## src/rtl/luks_sample_ctrl.sv

```systemverilog
// Sample scheduler for the SPI light-sensor reader: periodic conversion requests,
// DEPTH-entry circular sample buffer and a moving average over the last DEPTH samples.
module luks_sample_ctrl #(
  parameter int SAMPLE_PERIOD = 1000,
  parameter int DEPTH         = 8,
  parameter int AW            = $clog2(DEPTH)
) (
  input  logic          clk,
  input  logic          rstn,
  input  logic          enable,
  input  logic          clr,
  output logic          valid,
  input  logic          ready,
  input  logic [7:0]    toMemory,
  input  logic [AW-1:0] rd_addr,
  output logic [7:0]    rd_data,
  output logic          sample_stb,
  output logic [AW:0]   count,
  output logic [7:0]    avg,
  output logic          avg_valid,
  output logic          overrun
);

  localparam int            CW       = (SAMPLE_PERIOD > 1) ? $clog2(SAMPLE_PERIOD) : 1;
  localparam logic [CW-1:0] PER_LAST = CW'(SAMPLE_PERIOD - 1);
  localparam logic [AW:0]   FULL_CNT = (AW+1)'(DEPTH);
  localparam int            SW       = AW + 8;

  typedef enum logic [1:0] {IDLE, WAIT, REQ, STORE} state_t;

  state_t        state, state_nxt;
  logic [CW-1:0] per_cnt;
  logic          tick;
  logic          ready_q;
  logic          ready_rise;
  logic          capture;
  logic          store;
  logic          full;
  logic [7:0]    sample_q;
  logic [AW-1:0] wr_ptr;
  logic [AW-1:0] rd_phys;
  logic [SW-1:0] sum;
  logic [SW-1:0] sum_nxt;
  logic [7:0]    mem [DEPTH];

  function automatic logic [AW:0] sat_inc(input logic [AW:0] c);
    return (c == FULL_CNT) ? c : c + (AW+1)'(1);
  endfunction

  // Average is a plain truncating shift; it reads as zero until the window is full.
  function automatic logic [7:0] trunc_avg(input logic [SW-1:0] s, input logic f);
    logic [SW-1:0] sh;
    sh = s >> AW;
    return f ? sh[7:0] : 8'd0;
  endfunction

  assign tick       = (per_cnt == PER_LAST);
  assign ready_rise = ready & ~ready_q;
  assign store      = (state == STORE);
  assign full       = (count == FULL_CNT);
  assign rd_phys    = (full ? wr_ptr : '0) + rd_addr;
  assign sum_nxt    = sum + SW'(sample_q) - (full ? SW'(mem[wr_ptr]) : '0);
  assign avg        = trunc_avg(sum, full);
  assign avg_valid  = full;

  always_comb begin
    state_nxt = state;
    capture   = 1'b0;
    case (state)
      IDLE:  if (enable) state_nxt = WAIT;
      WAIT: begin
        if (!enable)   state_nxt = IDLE;
        else if (tick) state_nxt = REQ;
      end
      REQ: begin
        if (ready_rise) begin
          capture   = 1'b1;
          state_nxt = STORE;
        end
      end
      STORE:   state_nxt = enable ? WAIT : IDLE;
      default: state_nxt = IDLE;
    endcase
  end

  // Control: FSM, registered request line, period counter, commit strobe.
  always_ff @(posedge clk or negedge rstn) begin
    if (!rstn) begin
      state      <= IDLE;
      valid      <= 1'b0;
      ready_q    <= 1'b0;
      per_cnt    <= '0;
      sample_stb <= 1'b0;
    end else begin
      state      <= state_nxt;
      valid      <= (state_nxt == REQ);
      ready_q    <= ready;
      sample_stb <= store;
      if (!enable || tick) per_cnt <= '0;
      else                 per_cnt <= per_cnt + CW'(1);
    end
  end

  // Buffer bookkeeping; clr wins over a commit in the same cycle.
  always_ff @(posedge clk or negedge rstn) begin
    if (!rstn) begin
      count   <= '0;
      wr_ptr  <= '0;
      sum     <= '0;
      overrun <= 1'b0;
      rd_data <= 8'd0;
    end else begin
      rd_data <= mem[rd_phys];
      if (clr) begin
        count   <= '0;
        wr_ptr  <= '0;
        sum     <= '0;
        overrun <= 1'b0;
      end else begin
        if (store) begin
          sum    <= sum_nxt;
          wr_ptr <= wr_ptr + AW'(1);
          count  <= sat_inc(count);
        end
        if (tick && (state == REQ || state == STORE)) overrun <= 1'b1;
      end
    end
  end

  // Sample capture and buffer storage.
  always_ff @(posedge clk) begin
    if (capture) sample_q <= toMemory;
    if (store && !clr) mem[wr_ptr] <= sample_q;
  end

endmodule

```

## config.mk

```make
export PLATFORM = sky130hd
export DESIGN_NAME = luks_sample_ctrl
export DESIGN_NICKNAME = d
export VERILOG_FILES = /design/src/rtl/luks_sample_ctrl.sv
export SDC_FILE = /design/constraint.sdc
export NUM_CORES = 1
export LEC_CHECK = 0
export ABC_AREA = 1
export BUFFER_PORTS_ARGS = -buffer_cell sky130_fd_sc_hd__buf_2
export CORE_MARGIN = 2
export CORE_UTILIZATION = 65
export DETAILED_ROUTE_END_ITERATION = 12
export GPL_TIMING_DRIVEN = 0
export PLACE_DENSITY = 0.94
export SLEW_MARGIN = 10
export SYNTH_ARGS = -nofsm -noshare
export SYNTH_HDL_FRONTEND = slang
export SYNTH_SLANG_ARGS = --single-unit
```

## constraint.sdc

```tcl
create_clock -name clk -period 4.4 [get_ports clk]
set_clock_uncertainty 0.2 [all_clocks]
set_input_delay 0.22 -clock clk [delete_from_list [all_inputs] [get_ports clk]]
set_output_delay 0.22 -clock clk [all_outputs]
set_load 0.005 [all_outputs]
```

==> impl_results.md <==
- Final min period: 3652 ps
- CTS max path bufs: 2
- Max Cap Viol: 0
- Antenna-violating nets left: 0
- PD cells: 362.5 nW/um^2
- # resized after CTS: 0
- Largest net degree at the start of global routing: 43
- DR DRC count: 0
- Area Growth Syn to Fin: 16.69%
- CP Data Required Time: 4590 ps
- CTS tree: yes
- Achievable clock frequency: 0.2738 GHz
- Dpl cells: 800
- Final setup fails: 0
- All-Layer GR Usage: 33.12%
- Metal-1 WL: 5.606 mm
- TNS Setup: 0 ps
- Routed WL: 15.32 mm
- Worst Tran Pin Value: 991.5 ps
- Clock sink count: 114
- Core area: 8806 sq um
- Slew Viols, Final: 0
- CTS Root Cell: clkbuf_8
- Met3 wire length: 1.646 mm
- DR pass1 iterations: 10
- Final worst slack: 747.8 ps
- Global-route wire length before repair: 24.84 mm
- Crit Path Category: reg2reg
- Mapped cell area: 5936 sq um
- Yosys reg bits: 114
- Critical path startpoint category: flip-flop
- CP arrival: 3840 ps
- Routability cong.: 0.9360
- Cells after Synth: 653
- I/O pins: 40
- Post-DR vias/cell: 6.095
- Total Nets Final: 764
- Crit. End Element: flip-flop
- Routed vias: 5144
- Final period utilization: 83.00%
- Syn nets: 694
- Setup WS pre-CTS: 853.9 ps
- Layout cell share with drive strength beyond 1: 13.04%
- Sequential share of the synthesized area: 54.13%
- Yosys warnings: 0
- Status: completed
- Crit-path max FO: 10
- DR top layer: met4
- Row count: 34
- Htree depth: 4
- Tightest Hold Check Type: in2reg
- WL/cell: 18.16 microns
- Initial antenna violation count: 0
- Non-Filler Instances: 844
- Syn_area_per_cell: 9.090 sq um
- Peak VDD IR: 0.4167 mV
- Die H: 99.56 microns
- Chip Width: 99.56 microns
- # diodes: 0
- Number of global-route vias before repair: 5149
- Routed wl met2: 7.679 mm
- Design Area, Final: 6927 sq um
- CTS buffer count: 17
- Yosys cell types: 35
- Placed wire-length estimate: 10.66 mm
- Die area: 9912 sq um
- Clock latency on the worst-skew pair: 520 ps
- DRT iter0 DRCs: 639
- Area post-placement: 6266 sq um
- Pleak: 3.056 nW
- PortBufs: 39
- Slew headroom: 33.90%
- GRT overflow: 0
- Final Hold Vio Count: 0
- Worst-path clk slew: 60 ps
- RSZ-0062 raised after global routing: no
- Initial Utilization: 67.41%
state kept, by name, summed over array words and instances (netlist names):
signal	flops
ready_q	1
valid	1
mem	64
overrun	1
wr_ptr	3
per_cnt	10
rd_data	8
sum	11
sample_q	8
sample_stb	1
count	4
state	2
layer usage:
layer	GRT usage, %	vias to the layer above
li1	-	2309
met1	40.35	2429
met2	56.13	359
met3	9.276	47
met4	13.17	0
met5	0	-
layout make-up:
cell class	instances	area [sq um]
buffer	18	92.59
clock buffer	21	460.4
clock inverter	11	80.08
fill	564	1879
inverter	107	401.6
multi-input combinational	414	2228
sequential	114	3213
tap	108	135.1
timing repair buffer	51	315.3
layout by cell type (no fill, tap or decap), types with 6 or more instances in the layout:
cell	Yosys	routed
o22ai_1	6	6
a31oi_1	6	6
edfxtp_1	72	72
dlygate4sd3_1	0	12
ha_1	16	16
nor2_1	93	93
nor3_1	9	9
dfrtp_1	42	42
clkbuf_16	0	17
o21ai_0	83	83
a21oi_1	37	37
nand3_1	17	17
inv_1	103	103
buf_2	11	50
clkbuf_1	5	7
nand2_1	97	97
fa_1	9	9
where the power goes:
| group | internal, mW | leakage [nW] | switching (mW) | total (mW) |
|---|---|---|---|---|
| logic | 0.0444 | 1.59 | 0.0719 | 0.116 |
| clock network | 0.739 | 0.253 | 0.499 | 1.24 |
| registers | 1.15 | 1.21 | 0.0111 | 1.16 |
path summary, 6_finish.rpt:
check / cells after the start / slack [ps] / startpoint / to
hold reg to reg: 2 / 300 / sum[7]$_DFFE_PN0P_ / sum[7]$_DFFE_PN0P_
setup reg to reg: 14 / 750 / wr_ptr[0]$_DFFE_PN0P_ / sum[6]$_DFFE_PN0P_
setup / recovery: 14 / 750 / wr_ptr[0]$_DFFE_PN0P_ / sum[6]$_DFFE_PN0P_
max in group asynchronous: 2 / 3170 / rstn / sum[6]$_DFFE_PN0P_
hold / removal: 4 / 120 / rd_addr[2] / rd_data[2]$_DFF_PN0_
min in group asynchronous: 2 / 190 / rstn / state[0]$_DFF_PN0_
cell usage after synthesis:
master	count	area (sq um)
buf_6	1	11.26
edfxtp_1	72	2162
ha_1	16	200.2
fa_1	9	180.2
clkbuf_1	5	18.77
nand4_1	3	18.77
inv_1	103	386.6
o21ai_1	4	20.02
nor3_1	9	45.04
nand2_4	1	11.26
xnor2_2	1	16.27
nor2_2	3	18.77
buf_2	11	55.05
dfrtp_1	42	1051
o21ai_0	83	415.4
nand3_1	17	85.08
nand3b_1	3	22.52
nor2_4	1	11.26
xor2_2	1	16.27
a21oi_1	37	185.2
o21ai_2	5	43.79
o22ai_1	6	37.54
nor3b_1	2	15.01
o31ai_1	1	7.510
a31oi_1	6	37.54
nand2_1	97	364.1
a211oi_1	5	37.54
nor2_1	93	349.1
nand2_2	1	6.260
buf_4	1	7.510
o211a_1	1	10.01
inv_2	2	7.510
o211ai_1	4	30.03
clkinv_1	2	7.510
xor2_1	5	43.79
repair_timing:
action                    CTS  global route
setup buffers               0             0
hold endpoints to repair   72             0
hold buffers               12             0
stage by stage:
stage	util [%]	hold WS (ps)	power (mW)
finish	78.66	116.7	2.511
global route	78.66	155.3	2.584
CTS	78.66	109.8	2.509
detailed placement	71.16	149.4	1.280
global placement	71.16	144.7	1.274
floorplan	-	-275.6	1.236
worst max-delay path, stage by stage (launching register included):
cell and delay, ps:
dfrtp_1 390, buf_2 240, clkbuf_1 440, o21ai_0 250, a31oi_1 310, fa_1 520, fa_1 490, inv_1 110
nand3_1 70, nand3_1 160, nand2_1 80, nand2_1 80, nand2_1 50, nand2_1 50, o21ai_0 70
kinds of logic after synthesis:
kind of cell	Yosys count	synth area share, %
and+or+nand+nor	230	15.96
AOI/OAI and AO/OA	152	13.89
buffers and inverters	125	8.326
DFF	114	54.13
adders and majority gates	25	6.408
xor gates and xnor gates	7	1.286
(Power assumes the default switching activity.)
